$ cat config.mk
export PLATFORM = sky130hd
export DESIGN_NAME = piece_render_flat
export DESIGN_NICKNAME = d
export VERILOG_FILES = /design/src/rtl/piece_render_if.sv /design/src/rtl/piece_render.sv /design/src/flat_wrapper.sv
export SDC_FILE = /design/constraint.sdc
export NUM_CORES = 1
export LEC_CHECK = 0
export BUFFER_PORTS_ARGS = -buffer_cell sky130_fd_sc_hd__buf_2
export CORE_AREA = 5 5 240 242
export DETAILED_ROUTE_END_ITERATION = 8
export DIE_AREA = 0 0 245 247
export GPL_TIMING_DRIVEN = 1
export PLACE_DENSITY = 0.75
export SLEW_MARGIN = 0
export SYNTH_ARGS = -nofsm -noshare
export SYNTH_HDL_FRONTEND = slang
export SYNTH_SLANG_ARGS = --single-unit
$ cat constraint.sdc
create_clock -name clk -period 6.97 [get_ports clk]
set_input_delay 0.697 -clock clk [delete_from_list [all_inputs] [get_ports clk]]
set_output_delay 0.697 -clock clk [all_outputs]
set_load 0.05 [all_outputs]
$ cat src/rtl/piece_render_if.sv
// Render request/result bundle between the game controller (master)
// and the tetromino renderer (slave).
interface piece_render_if #(
  parameter int unsigned W  = 10,
  parameter int unsigned H  = 20,
  parameter int unsigned CW = 8
);
  logic              start;
  logic [2:0]        piece;
  logic [1:0]        rotate;
  logic [CW-1:0]     pos_x;       // two's complement
  logic [CW-1:0]     pos_y;       // two's complement
  logic [W*H-1:0]    board;
  logic              busy;
  logic              done;
  logic [W*H-1:0]    n_map;
  logic [W*H-1:0]    merged_map;
  logic              collision;
  logic [2:0]        cell_count;

  modport master (
    output start, piece, rotate, pos_x, pos_y, board,
    input  busy, done, n_map, merged_map, collision, cell_count
  );

  modport slave (
    input  start, piece, rotate, pos_x, pos_y, board,
    output busy, done, n_map, merged_map, collision, cell_count
  );
endinterface

$ cat src/rtl/piece_render.sv
// Draws the active tetromino into a WxH bitmap one window cell per clock,
// flagging out-of-bounds and board-overlap collisions.
module piece_render #(
  parameter int unsigned W  = 10,
  parameter int unsigned H  = 20,
  parameter int unsigned CW = 8
) (
  input  logic          clk,
  input  logic          rst,
  piece_render_if.slave bus
);
  localparam int unsigned N  = W * H;
  localparam int unsigned AW = (N > 1) ? $clog2(N) : 1;
  localparam int unsigned KW = 5;
  localparam int unsigned SW = CW + 1;

  typedef enum logic [1:0] {IDLE, CLEAR, SCAN, DONE} state_t;

  state_t         state_q, state_d;
  logic [KW-1:0]  k_q, k_d;
  logic [2:0]     piece_q, piece_d;
  logic [1:0]     rot_q, rot_d;
  logic [CW-1:0]  pos_x_q, pos_x_d, pos_y_q, pos_y_d;
  logic [N-1:0]   board_q, board_d;
  logic [N-1:0]   n_map_q, n_map_d;
  logic [N-1:0]   merged_q, merged_d;
  logic           coll_q, coll_d;
  logic [2:0]     cnt_q, cnt_d;
  logic           busy_q, busy_d;
  logic           done_q, done_d;

  function automatic logic [15:0] piece_mask(input logic [2:0] id);
    case (id)
      3'd1:    piece_mask = 16'h0720;
      3'd2:    piece_mask = 16'h0660;
      3'd3:    piece_mask = 16'h0360;
      3'd4:    piece_mask = 16'h0630;
      3'd5:    piece_mask = 16'h0470;
      3'd6:    piece_mask = 16'h0740;
      default: piece_mask = 16'h0F00;  // ids 0 and 7
    endcase
  endfunction

  // Mask bit for window cell (x,y) after r clockwise quarter turns.
  function automatic logic [3:0] mask_idx(input logic [1:0] r,
                                          input logic [1:0] x,
                                          input logic [1:0] y);
    case (r)
      2'd0:    mask_idx = {y, x};
      2'd1:    mask_idx = 4'd12 + {2'b00, y} - {x, 2'b00};
      2'd2:    mask_idx = 4'd15 - {y, 2'b00} - {2'b00, x};
      default: mask_idx = 4'd3 - {2'b00, y} + {x, 2'b00};
    endcase
  endfunction

  // Current-cell decode; one extra sign bit keeps negative coordinates from wrapping.
  logic [1:0]    cx, cy;
  logic [15:0]   mask;
  logic          cell_on;
  logic [SW-1:0] bx, by;
  logic          in_bounds;
  logic [AW-1:0] addr;

  assign cx        = k_q[1:0];
  assign cy        = k_q[3:2];
  assign mask      = piece_mask(piece_q);
  assign cell_on   = mask[mask_idx(rot_q, cx, cy)];
  assign bx        = {pos_x_q[CW-1], pos_x_q} + SW'(cx);
  assign by        = {pos_y_q[CW-1], pos_y_q} + SW'(cy);
  assign in_bounds = !bx[SW-1] && !by[SW-1] && (bx < SW'(W)) && (by < SW'(H));
  assign addr      = AW'(bx) * AW'(H) + AW'(by);

  // Next-state and datapath updates.
  always_comb begin
    state_d  = state_q;
    k_d      = k_q;
    piece_d  = piece_q;
    rot_d    = rot_q;
    pos_x_d  = pos_x_q;
    pos_y_d  = pos_y_q;
    board_d  = board_q;
    n_map_d  = n_map_q;
    merged_d = merged_q;
    coll_d   = coll_q;
    cnt_d    = cnt_q;

    case (state_q)
      IDLE, DONE: begin
        state_d = IDLE;
        if (bus.start) begin
          piece_d = bus.piece;
          rot_d   = bus.rotate;
          pos_x_d = bus.pos_x;
          pos_y_d = bus.pos_y;
          board_d = bus.board;
          state_d = CLEAR;
        end
      end
      CLEAR: begin
        n_map_d = '0;
        coll_d  = 1'b0;
        cnt_d   = 3'd0;
        k_d     = '0;
        state_d = SCAN;
      end
      SCAN: begin
        // k reaching 16 is a settle cycle so done lines up 18 clocks after start.
        if (k_q[KW-1]) begin
          merged_d = board_q | n_map_q;
          state_d  = DONE;
        end else begin
          if (cell_on) begin
            if (!in_bounds) begin
              coll_d = 1'b1;
            end else begin
              n_map_d[addr] = 1'b1;
              cnt_d         = cnt_q + 3'd1;
              if (board_q[addr]) coll_d = 1'b1;
            end
          end
          k_d = k_q + KW'(1);
        end
      end
    endcase

    busy_d = (state_d == CLEAR) || (state_d == SCAN);
    done_d = (state_d == DONE);
  end

  always_ff @(posedge clk or negedge rst) begin
    if (!rst) begin
      state_q  <= IDLE;
      k_q      <= '0;
      piece_q  <= '0;
      rot_q    <= '0;
      pos_x_q  <= '0;
      pos_y_q  <= '0;
      board_q  <= '0;
      n_map_q  <= '0;
      merged_q <= '0;
      coll_q   <= 1'b0;
      cnt_q    <= 3'd0;
      busy_q   <= 1'b0;
      done_q   <= 1'b0;
    end else begin
      state_q  <= state_d;
      k_q      <= k_d;
      piece_q  <= piece_d;
      rot_q    <= rot_d;
      pos_x_q  <= pos_x_d;
      pos_y_q  <= pos_y_d;
      board_q  <= board_d;
      n_map_q  <= n_map_d;
      merged_q <= merged_d;
      coll_q   <= coll_d;
      cnt_q    <= cnt_d;
      busy_q   <= busy_d;
      done_q   <= done_d;
    end
  end

  assign bus.busy       = busy_q;
  assign bus.done       = done_q;
  assign bus.n_map      = n_map_q;
  assign bus.merged_map = merged_q;
  assign bus.collision  = coll_q;
  assign bus.cell_count = cnt_q;

endmodule

$ cat src/flat_wrapper.sv
// flat-port wrapper written by rule: the top's interface ports become plain ports
module piece_render_flat 
#(
  parameter int unsigned W  = 10,
  parameter int unsigned H  = 20,
  parameter int unsigned CW = 8
)
  (clk, rst, bus_start, bus_piece, bus_rotate, bus_pos_x, bus_pos_y, bus_board, bus_busy, bus_done, bus_n_map, bus_merged_map, bus_collision, bus_cell_count);
  piece_render_if #(.W(W), .H(H), .CW(CW)) bus_i ();
  input  logic clk;
  input  logic rst;
  input wire logic [$bits(bus_i.start)-1:0] bus_start;
  input wire logic [$bits(bus_i.piece)-1:0] bus_piece;
  input wire logic [$bits(bus_i.rotate)-1:0] bus_rotate;
  input wire logic [$bits(bus_i.pos_x)-1:0] bus_pos_x;
  input wire logic [$bits(bus_i.pos_y)-1:0] bus_pos_y;
  input wire logic [$bits(bus_i.board)-1:0] bus_board;
  output wire logic [$bits(bus_i.busy)-1:0] bus_busy;
  output wire logic [$bits(bus_i.done)-1:0] bus_done;
  output wire logic [$bits(bus_i.n_map)-1:0] bus_n_map;
  output wire logic [$bits(bus_i.merged_map)-1:0] bus_merged_map;
  output wire logic [$bits(bus_i.collision)-1:0] bus_collision;
  output wire logic [$bits(bus_i.cell_count)-1:0] bus_cell_count;
  assign bus_i.start = bus_start;
  assign bus_i.piece = bus_piece;
  assign bus_i.rotate = bus_rotate;
  assign bus_i.pos_x = bus_pos_x;
  assign bus_i.pos_y = bus_pos_y;
  assign bus_i.board = bus_board;
  assign bus_busy = bus_i.busy;
  assign bus_done = bus_i.done;
  assign bus_n_map = bus_i.n_map;
  assign bus_merged_map = bus_i.merged_map;
  assign bus_collision = bus_i.collision;
  assign bus_cell_count = bus_i.cell_count;
  piece_render #(.W(W), .H(H), .CW(CW)) u_core (.clk(clk), .rst(rst), .bus(bus_i));
endmodule
* Word level (Yosys, flattened, before mapping) *
Cells that the tools add are included.

word-level totals
  bits in registers = 634
  bits of input ports = 224
  word-level logic and storage cells = 93
  output and inout bits = 406

operators by class
  bitwise logic cells = 2
  $mul = 1
  mux-type cells = 26
  $lt $le $gt $ge = 5
  reduce and logical (&&, ||, !) cells = 16
  equal/unequal tests = 18
  add/sub/neg operators = 11

operators by type and width
  kind                                                                count
  two-way mux 200 bit                                                 3
  OR 200 bit                                                          2
  one-hot mux 200 bit (2 select lines)                                1
  one-hot mux 12 bit (6 select lines)                                 1
  adder 8 x 3 -> 9 bit                                                2
  one-hot mux 4 bit (3 select lines)                                  1
  equality test 2 bit (second input constant)                         5
  one-hot mux 5 bit (2 select lines)                                  1
  equality test 3 bit (second input constant)                         3
  less-than comparator 8 x 9 -> 1 bit (second input constant)         1
  less-than comparator 9 x 4 -> 1 bit (second input constant)         1
  less-than comparator 9 x 5 -> 1 bit (second input constant)         1
  two-way mux 3 bit                                                   3
  adder 8 bit                                                         1
  binary-select mux 1 bit (select 8 bit)                              1
  demux 1 bit (select 8 bit)                                          1
  greater-or-equal comparator 8 x 1 -> 1 bit (second input constant)  1
  multiplier 8 x 3 -> 6 bit (second input constant)                   1
  two-way mux 1 bit                                                   8
  AND reduction 4 bit                                                 2
  equality test 2 x 1 -> 1 bit (second input constant)                3
  equality test 3 x 2 -> 1 bit (second input constant)                2
  one-hot mux 2 bit (3 select lines)                                  1
  one-hot mux 3 bit (2 select lines)                                  1
  other kinds (24)                                                    32

* Depth between registers and ports, before layout *
Gate-level depths: netlist (run 1).

  depth after elaboration = 12
  depth in mapped cells = 17
  depth with buffers taken out = 16

* Least setup slack after synthesis (run 1) *
OpenSTA, ideal clock, no wires.

  path type = register to register
  from = register u_core.k_q[0]
  to = register u_core.n_map_q[101] (netlist: u_core.bus.n_map[101])
  data required time = 6839 ps
  path slack = 2876 ps
  arrival time = 3964 ps
  period minus slack after synthesis = 4094 ps
  setup time = 131 ps
  cell stages (with the launch flop) = 17
  path buffers = 1
  cells stage by stage = dfrtp_1 -> ha_1 -> fa_1 -> and3_1 -> xor2_1 -> ha_1 -> inv_1 -> fa_1 -> inv_1 -> ha_1 -> nand2_1 -> nor2_1 -> a211oi_1 -> xor3_2 -> o2111ai_1 -> clkbuf_1 -> o21ai_0

on the way
  word-level cells in the longest chain between the ends = 12
  elaborated cells on any way between the ends = 27
  those cells by class = add/sub (5); mul (1); order compare (3); eq/ne (2); mux (9); bitwise (1); reduce/logical (6)

ends and longest elaborated chain
  item                                                                                                                            RTL line             text
  from (decl)                                                                                                                     piece_render.sv:20   logic [KW-1:0] k_q, k_d;
  from (signal assigned)                                                                                                          piece_render.sv:147  k_q <= k_d;
  adder 8 x 3 -> 9 bit                                                                                                            piece_render.sv:68   assign bx = {pos_x_q[CW-1], pos_x_q} + SW'(cx);
  multiplier 8 x 3 -> 6 bit                                                                                                       piece_render.sv:71   assign addr = AW'(bx) * AW'(H) + AW'(by);
  adder 8 bit                                                                                                                     piece_render.sv:71
  less-than comparator 8 x 9 -> 1 bit (not written as such) / greater-or-equal comparator 8 x 1 -> 1 bit (equally long branches)  piece_render.sv:116  n_map_d[addr] = 1'b1;
  logical AND 1 bit (not written as such)                                                                                         piece_render.sv:116
  two-way mux 1 bit (not written as such)                                                                                         piece_render.sv:116
  demux 1 bit (select 8 bit)                                                                                                      -
  OR 200 bit (no line)                                                                                                            -
  two-way mux 200 bit                                                                                                             piece_render.sv:113  if (!in_bounds) begin
  two-way mux 200 bit                                                                                                             piece_render.sv:112  if (cell_on) begin
  two-way mux 200 bit                                                                                                             piece_render.sv:108  if (k_q[KW-1]) begin
  one-hot mux 200 bit (2 select lines)                                                                                            piece_render.sv:87   case (state_q)
  to (signal assigned)                                                                                                            piece_render.sv:153  n_map_q <= n_map_d;
  to (decl)                                                                                                                       piece_render.sv:25   logic [N-1:0] n_map_q, n_map_d;

Parallel ways exist; a longest one is shown, timed or not. The select of a mux whose other input is x is not followed.
A chain may end at the register's enable or synchronous reset.

* Worst setup path after layout (run 1) *
  from = register u_core.k_q[2]
  to = register u_core.coll_q (netlist: u_core.bus.collision)

on the way
  word-level cells in the longest chain between the ends = 9
  elaborated cells on any way between the ends = 25
  those cells by class = add/sub (8); order compare (1); eq/ne (2); mux (9); reduce/logical (5)

ends and longest elaborated chain
  item                                                                          RTL line             text
  parallel branches: the longest is 9 deep, another holds adder 8 x 3 -> 9 bit  -
  to (signal assigned)                                                          piece_render.sv:155  coll_q <= coll_d;
  to (decl)                                                                     piece_render.sv:27   logic coll_q, coll_d;

Several ways; the timed one is not identified. The select of a mux whose other input is x is not followed.

==> results_dict.tcl, run 1 <==
set metrics [dict create \
    synth_ff_type "dfrtp_1" \
    synth_cell_types 57 \
    grt-ovfl-total 0 \
    die-area_mm2 0.0605 \
    final_cell_mix "dfrtp_1, buf_2, nor2_1, nand2_1, mux2_2" \
    max_slew_margin_pct 4.58 \
    wl_per_cell_um 26.3 \
    coreArea_mm2 0.0549 \
    worstMarginPinSlew_ps 1430 \
    path_delay_family "adder cells" \
    vias 21447 \
    syn_avg_cell_area_um2 11.3 \
    setup_violations 0 \
    synth_compound_area_share_pct 10.4 \
    nets 3177 \
    post-cts-setup-buffer-count 0 \
    grt_max_degree 227 \
    initialDrtViolationCount 1963 \
    maxSlewViolCount 0 \
    postCtsHoldBufs 0 \
    rsz0062_at_grt "no" \
    synth_area_leaders "dfrtp_1, mux2_2, nor2_1, mux4_2, a21oi_1" \
    clk-insertion-delay-late_ps 600 \
    period_needed_ps 5080 \
    synth_top_family_by_area "multiplexers" \
    ant_nets 0 \
    numCtsBuffers 68 \
    cts_buffer_depth 3 \
    cts-root-buf "clkbuf_16" \
    gp_congestion 0.931 \
    synthMuxAreaShare_pct 14.5 \
    place_area_mm2 0.0304 \
    portBuffers 629 \
    fin_area_mm2 0.0328 \
    nFillCells 4450 \
    viasPerCell 5.82 \
    place_inst 3565 \
    skew_ps 22.7 \
    die_h_um 247 \
    drive_above_1_share_pct 36.6 \
    setup-tns-final_ps 0 \
    synthesis.nets 2602 \
    clock-sinks 634 \
    async_flop_share_pct 100 \
    maxCapViolCount 0 \
    finalHoldViolCount 0 \
    h-tree-depth 3 \
    layout_commonest_cell "dfrtp_1" \
    final_cells 3684 \
    yosys.area.top_type "dfrtp_1" \
    cts_resized 0 \
    clk_pin_slew_ps 60 \
    die_w_um 245 \
    antenna_found_initial 4 \
    synth-adder-area-share_pct 1.14 \
    cp_slowest_cell "fa_4" \
    synth_xor_area_share_pct 0.901 \
    crit_fanout 35 \
    path_cells "ha_4, inv_1, fa_4, xnor2_1, ha_2, fa_4, buf_4, mux4_2, mux4_2, a22oi_1, nand3_1, o41ai_1, a21oi_1" \
    cts_tree "done" \
    ys_ff_latch 634 \
    drt_pass1_iterations 6 \
    crit_required_ps 7440 \
    io_pins 630 \
    post-route-period-util_pct 72.8 \
    synth_edf_count 0 \
    yosys.area_share.simple_pct 11.1 \
    drcViolationCount 0 \
    synth_top_area_share_pct 59.5 \
    initial_core_util_pct 48.6 \
    crit_arrival_ps 5550 \
    wl_um 96900 \
    startpoint_type "flip-flop" \
    worst_hold_path_type "input pin to async pin" \
    ys_warn_count 0 \
    grt_usage_pct 31.4 \
    syn2layout_area_growth_pct 22.9 \
    netlist_instances 2356 \
    endpoint_kind "flip-flop" \
    synth-seq-area-share_pct 59.5 \
    slowest_delay_ps 1240 \
    fmax_mhz 197 \
    row_count 86 \
    critPathBufInv 2 \
    run_status "completed" \
    grt_first_pass_wirelength_um 142000 \
    grt_pass1_vias 21859 \
    path_class "flip-flop to flip-flop" \
    syn_area_mm2 0.0267 \
    dpl.hpwl_um 69500 \
]
-- path summary, 6_finish.rpt --
path | start | end | slack, ps | cells past startpoint
max | u_core.k_q[2]$_DFFE_PN0P_ | u_core.bus.collision$_DFFE_PN0P_ | 1890 | 13
min | rst | u_core.pos_x_q[6]$_DFFE_PN0P_ | 160 | 1
max reg2reg | u_core.k_q[2]$_DFFE_PN0P_ | u_core.bus.collision$_DFFE_PN0P_ | 1890 | 13
min reg2reg | u_core.bus.n_map[161]$_DFFE_PN0P_ | u_core.bus.n_map[161]$_DFFE_PN0P_ | 510 | 2
max in group asynchronous | rst | u_core.bus.n_map[75]$_DFFE_PN0P_ | 5390 | 2
min in group clk | bus_board[180] | u_core.board_q[180]$_DFFE_PN0P_ | 330 | 2
-- cell usage after synthesis, types with 2 or more instances --
cell type / n
a211oi_1: 7
a21o_1: 6
a21oi_1: 208
a21oi_2: 2
a22oi_1: 3
a31o_2: 2
a31oi_1: 5
a32oi_1: 2
and2_1: 2
buf_1: 9
buf_2: 24
buf_4: 3
buf_6: 4
clkbuf_1: 105
dfrtp_1: 634
fa_1: 4
ha_1: 18
inv_1: 17
mux2_2: 221
mux2i_1: 12
mux4_2: 55
nand2_1: 263
nand2b_1: 4
nand3_1: 12
nand3b_1: 4
nand4_1: 6
nor2_1: 428
nor2b_1: 13
nor3_1: 12
nor4_1: 3
o211ai_1: 4
o211ai_2: 4
o21ai_0: 125
o21ai_1: 53
o31ai_1: 13
o31ai_2: 28
xnor2_1: 11
xor2_1: 11
-- cells by family (layout without fill, tap and decap cells) --
kind of cell               Yosys count  in the layout
AOI/OAI and AO/OA                  473            473
xor gates and xnor gates            24             24
adders and majority gates           22             22
buffers and inverters              163            786
DFF                                634            634
muxes                              289            289
other                                0              1
and+or+nand+nor                    751            751
-- sequential cells by signal, summed over array words and instances (netlist names) --
name,cells
u_core.piece_q,3
u_core.bus.cell_count,3
u_core.bus.done,1
u_core.state_q,2
u_core.bus.busy,1
u_core.rot_q,2
u_core.bus.merged_map,200
u_core.board_q,200
u_core.k_q,5
u_core.bus.n_map,200
u_core.bus.collision,1
u_core.pos_x_q,8
u_core.pos_y_q,8
-- through the flow --
stage	worst slack [ps]	utilization [%]	hold slack, ps
floorplan	2880	-	401
global placement	1960	55.4	485
detailed placement	1960	55.4	499
CTS	1940	59.7	201
global route	1690	59.7	244
finish	1890	59.7	161
-- area by class of cell --
class | count | area, um2 | area share, %
inverters | 18 | 67.6 | 0.206
multi-input cells | 1559 | 10200 | 31.2
diodes | 1 | 2.50 | 0.00764
well taps | 704 | 881 | 2.69
clock buffers | 92 | 1960 | 5.99
flip-flops and latches | 634 | 15900 | 48.4
clock inverters | 26 | 380 | 1.16
repair buffers | 650 | 3380 | 10.3
-- layer usage --
layer	GRT usage [%]	wire [um]
met5	0	34
met4	12.1	3820
met3	7.81	8290
met2	52.9	48100
met1	39.6	36700
Power of run 1 is left out: the tool's default activity adds up to more than one toggle a clock period on the data nets, which glitch-free logic cannot reach.
==> run 2, diff against run 1 <==
--- a/config.mk
+++ b/config.mk
@@ -6,11 +6,11 @@
 export NUM_CORES = 1
 export LEC_CHECK = 0
 export BUFFER_PORTS_ARGS = -buffer_cell sky130_fd_sc_hd__buf_2
-export CORE_AREA = 5 5 240 242
+export CORE_AREA = 5 5 242 244
 export DETAILED_ROUTE_END_ITERATION = 8
-export DIE_AREA = 0 0 245 247
+export DIE_AREA = 0 0 247 249
 export GPL_TIMING_DRIVEN = 1
-export PLACE_DENSITY = 0.75
+export PLACE_DENSITY = 0.74
 export SLEW_MARGIN = 0
 export SYNTH_ARGS = -nofsm -noshare
 export SYNTH_HDL_FRONTEND = slang
==> constraint.sdc (replaced) <==
create_clock -name clk -period 4.73 [get_ports clk]
set_input_delay 0.473 -clock clk [delete_from_list [all_inputs] [get_ports clk]]
set_output_delay 0.473 -clock clk [all_outputs]
set_load 0.05 [all_outputs]
==> results_dict.tcl, run 2 (synthesized netlist as in run 1, its figures left out) <==
set metrics [dict create \
    run_status "completed" \
    nets 3201 \
    syn2layout_area_growth_pct 24.4 \
    period_needed_ps 4470 \
    finalHoldViolCount 0 \
    die_w_um 247 \
    path_class "flip-flop to flip-flop" \
    coreArea_mm2 0.0561 \
    clk_pin_slew_ps 60 \
    endpoint_kind "flip-flop" \
    ant_nets 0 \
    wl_um 98100 \
    drive_above_1_share_pct 37.0 \
    antenna_found_initial 9 \
    cts_buffer_depth 3 \
    final_cell_mix "dfrtp_1, buf_2, nor2_1, nand2_1, mux2_2" \
    h-tree-depth 3 \
    rsz0062_at_grt "no" \
    clk-insertion-delay-late_ps 620 \
    numCtsBuffers 69 \
    maxCapViolCount 0 \
    maxSlewViolCount 0 \
    worstMarginPinSlew_ps 1150 \
    layout_commonest_cell "dfrtp_1" \
    setup-tns-final_ps 0 \
    cts-root-buf "clkbuf_16" \
    startpoint_type "flip-flop" \
    skew_ps 28.3 \
    grt_max_degree 144 \
    post-route-period-util_pct 94.6 \
    setup_violations 0 \
    post-cts-setup-buffer-count 0 \
    vias 21696 \
    fmax_mhz 224 \
    grt_usage_pct 31.3 \
    gp_congestion 0.915 \
    crit_required_ps 5180 \
    grt-ovfl-total 0 \
    drcViolationCount 0 \
    drt_pass1_iterations 6 \
    wl_per_cell_um 26.0 \
    viasPerCell 5.76 \
    cts_tree "done" \
    grt_first_pass_wirelength_um 144000 \
    crit_fanout 31 \
    die_h_um 249 \
    initialDrtViolationCount 1834 \
    max_slew_margin_pct 23.2 \
    worst_hold_path_type "input pin to flip-flop" \
    crit_arrival_ps 4920 \
    grt_pass1_vias 22147 \
    dpl.hpwl_um 70900 \
    initial_core_util_pct 47.6 \
    portBuffers 629 \
    io_pins 630 \
    nFillCells 4547 \
    row_count 87 \
    die-area_mm2 0.0615 \
    clock-sinks 634 \
]
[run 2: cell types whose count changed in the layout (fill, tap and decap cells not counted), sizes merged]
| cell | change |
|---|---|
| clkinvlp | -1 |
| diode | +3 |
| bufinv | -4 |
| inv | +2 |
| dlygate4sd3 | +1 |
| clkbuf | +7 |
| buf | +22 |
[run 2: final timing paths]
check / cells after the start / slack [ps] / end / startpoint
setup / recovery: 16 / 260 / u_core.bus.n_map[32]$_DFFE_PN0P_ / u_core.pos_x_q[0]$_DFFE_PN0P_
hold / removal: 2 / 80 / u_core.board_q[53]$_DFFE_PN0P_ / bus_board[53]
setup reg to reg: 16 / 260 / u_core.bus.n_map[32]$_DFFE_PN0P_ / u_core.pos_x_q[0]$_DFFE_PN0P_
hold reg to reg: 2 / 500 / u_core.bus.n_map[33]$_DFFE_PN0P_ / u_core.bus.n_map[33]$_DFFE_PN0P_
max in group asynchronous: 3 / 2850 / u_core.bus.merged_map[179]$_DFFE_PN0P_ / rst
min in group asynchronous: 2 / 540 / u_core.pos_x_q[6]$_DFFE_PN0P_ / rst
[run 2: cell type report]
class | instances | area (um2) | area share (%)
timing repair buffer | 673 | 3730 | 11.2
tap | 756 | 946 | 2.85
multi-input combinational | 1559 | 10200 | 30.8
antenna | 4 | 10.0 | 0.0302
inverter | 18 | 67.6 | 0.204
sequential | 634 | 15900 | 47.8
clock buffer | 99 | 2030 | 6.12
clock inverter | 23 | 297 | 0.894
[run 2: through the flow]
step,instance area (um2),worst slack (ps),std cells,utilization [%],hold slack [ps]
after global routing,33200,68.1,3764,59.2,65.4
final,33200,257,3766,59.2,82.5
after detailed placement,30800,200,3639,55.0,486
after floorplan,26700,636,2356,-,177
after CTS,33200,182,3762,59.2,50.4
after global placement,30800,316,3639,55.0,484
[run 2: layer usage]
metal | up-vias | global-route usage, % | wire length, um
li1 | 9302 | - | -
met1 | 11064 | 41.1 | 38100
met2 | 1108 | 51.4 | 48000
met3 | 220 | 6.62 | 8120
met4 | 2 | 12.0 | 3840
met5 | - | 0 | 7
[run 2: critical path, cell delays in order (launching register included)]
cell,delay (ps)
dfrtp_1,380
ha_1,240
fa_1,430
and3_1,220
xor2_1,160
ha_1,280
inv_1,50
fa_1,540
inv_1,40
ha_1,350
nand2_1,90
nor2_1,40
a211oi_1,330
xor3_2,620
o21ai_4,150
buf_12,260
o31ai_1,90
[run 2: repair_timing]
item	4_1_cts	5_1_grt
resized for setup	0	1
endpoints found under the hold margin	18	0
setup endpoints to repair	0	6
hold buffers	1	0
Power of run 2 is left out for the same reason.
==> run 3, diff against run 2 <==
==> constraint.sdc (replaced) <==
create_clock -name clk -period 4.73 [get_ports clk]
set_input_delay 0.2365 -clock clk [delete_from_list [all_inputs] [get_ports clk]]
set_output_delay 0.2365 -clock clk [all_outputs]
set_load 0.05 [all_outputs]
==> results_dict.tcl, run 3 (synthesized netlist as in run 1, its figures left out) <==
set metrics [dict create \
    grt_usage_pct 32.2 \
    coreArea_mm2 0.0561 \
    grt_max_degree 146 \
    setup-tns-final_ps 0 \
    final_cell_mix "dfrtp_1, buf_2, nor2_1, nand2_1, dlygate4sd3_1" \
    skew_ps 37.7 \
    place_inst 3642 \
    clk_pin_slew_ps 60 \
    dpl.hpwl_um 70700 \
    die-area_mm2 0.0615 \
    initial_core_util_pct 47.6 \
    setup_violations 0 \
    syn2layout_area_growth_pct 32.4 \
    grt.busiest_layer "met2" \
    drive_above_1_share_pct 34.5 \
    grt_first_pass_wirelength_um 150000 \
    portBuffers 629 \
    wl_per_cell_um 25.4 \
    drt_pass1_iterations 8 \
    maxCapViolCount 0 \
    cp_slowest_cell "xor3_2" \
    cts_buffer_depth 3 \
    vias 22701 \
    rsz0062_at_grt "no" \
    path_cells "ha_1, fa_1, and3_1, xor2_1, ha_1, inv_1, fa_1, inv_1, ha_1, nand2_1, nor2_1, a211oi_1, xor3_2, o21ai_4, buf_4, o31ai_2" \
    die_w_um 247 \
    gr-usage-met1_pct 41.4 \
    ant_nets 0 \
    period_needed_ps 4500 \
    place_ws_ps 226 \
    grt_use_met3_pct 6.50 \
    cts-root-buf "clkbuf_16" \
    row_count 87 \
    viasPerCell 5.69 \
    crit_required_ps 5190 \
    wl_um 101000 \
    nets 3424 \
    r2r_slack_ps 230 \
    max_slew_margin_pct 34.3 \
    io_pins 630 \
    die_h_um 249 \
    worstMarginPinSlew_ps 985 \
    hold_slack_ps 360 \
    path_class "flip-flop to flip-flop" \
    worst_hold_path_type "input pin to async pin" \
    crit_top_cell "ha_1" \
    maxSlewViolCount 0 \
    h-tree-depth 3 \
    grt_pass1_vias 23529 \
    drcViolationCount 0 \
    cts_tree "done" \
    grt-ovfl-total 0 \
    run_status "completed" \
    numCtsBuffers 68 \
    startpoint_type "flip-flop" \
    initialDrtViolationCount 2045 \
    gp_congestion 0.933 \
    layout_commonest_cell "dfrtp_1" \
    antenna_found_initial 6 \
    endpoint_kind "flip-flop" \
    crit_fanout 11 \
    use_met2_pct 52.8 \
    setup_ws_ps 229 \
    finalHoldViolCount 0 \
    crit_arrival_ps 4960 \
    slowest_delay_ps 620 \
    fmax_mhz 222 \
    clk-insertion-delay-late_ps 610 \
    post-route-period-util_pct 95.2 \
    final_cells 3988 \
    clock-sinks 634 \
]
-- run 3: worst max-delay path, delay by kind of cell, from the launching register on --
kind,cells,cell delay (ps)
flip-flops,1,380
AND/OR/NAND/NOR,3,350
XOR/XNOR,2,770
AO/OA/AOI/OAI,3,640
adder cells (fa/ha/maj),5,1830
buffers and inverters,3,380
-- run 3: layout make-up --
cell class                      instances  area (um2)
Antenna cell                            6        15.0
Fill cell                            4230       20700
Multi-Input combinational cell       1559       10200
Inverter                               18        67.6
Timing Repair Buffer                  897        5970
Tap cell                              756         946
Clock buffer                           88        1900
Sequential cell                       634       15900
Clock inverter                         30         329
-- run 3: timing repair --
action,CTS,global route
endpoints found under the hold margin,329,0
hold buffers,222,0
endpoints found under the setup margin,0,15
buffers inserted,0,0
resized for setup,0,1
-- run 3: worst paths after layout --
check | startpoint | to | depth (start not counted)
max in group asynchronous | rst | u_core.bus.merged_map[157]$_DFFE_PN0P_ | 3
setup / recovery | u_core.pos_x_q[0]$_DFFE_PN0P_ | u_core.bus.n_map[53]$_DFFE_PN0P_ | 16
hold / removal | rst | u_core.bus.busy$_DFF_PN0_ | 2
min in group clk | bus_board[91] | u_core.board_q[91]$_DFFE_PN0P_ | 3
setup reg to reg | u_core.pos_x_q[0]$_DFFE_PN0P_ | u_core.bus.n_map[53]$_DFFE_PN0P_ | 16
hold reg to reg | u_core.bus.n_map[60]$_DFFE_PN0P_ | u_core.bus.n_map[60]$_DFFE_PN0P_ | 2
-- run 3: per-stage QoR --
| step | util (%) | instance area (um2) |
|---|---|---|
| after floorplan | - | 26700 |
| after global placement | 55.0 | 30800 |
| after detailed placement | 55.0 | 30800 |
| after CTS | 63.0 | 35300 |
| after global routing | 63.0 | 35300 |
| final | 63.0 | 35300 |
-- run 3: layer usage --
metal,part of all wire [%],routed length [um]
met5,0.027,27
met4,5.1,5190
met3,7.8,7880
met2,48,48900
met1,39,39200
Power of run 3 is left out for the same reason.
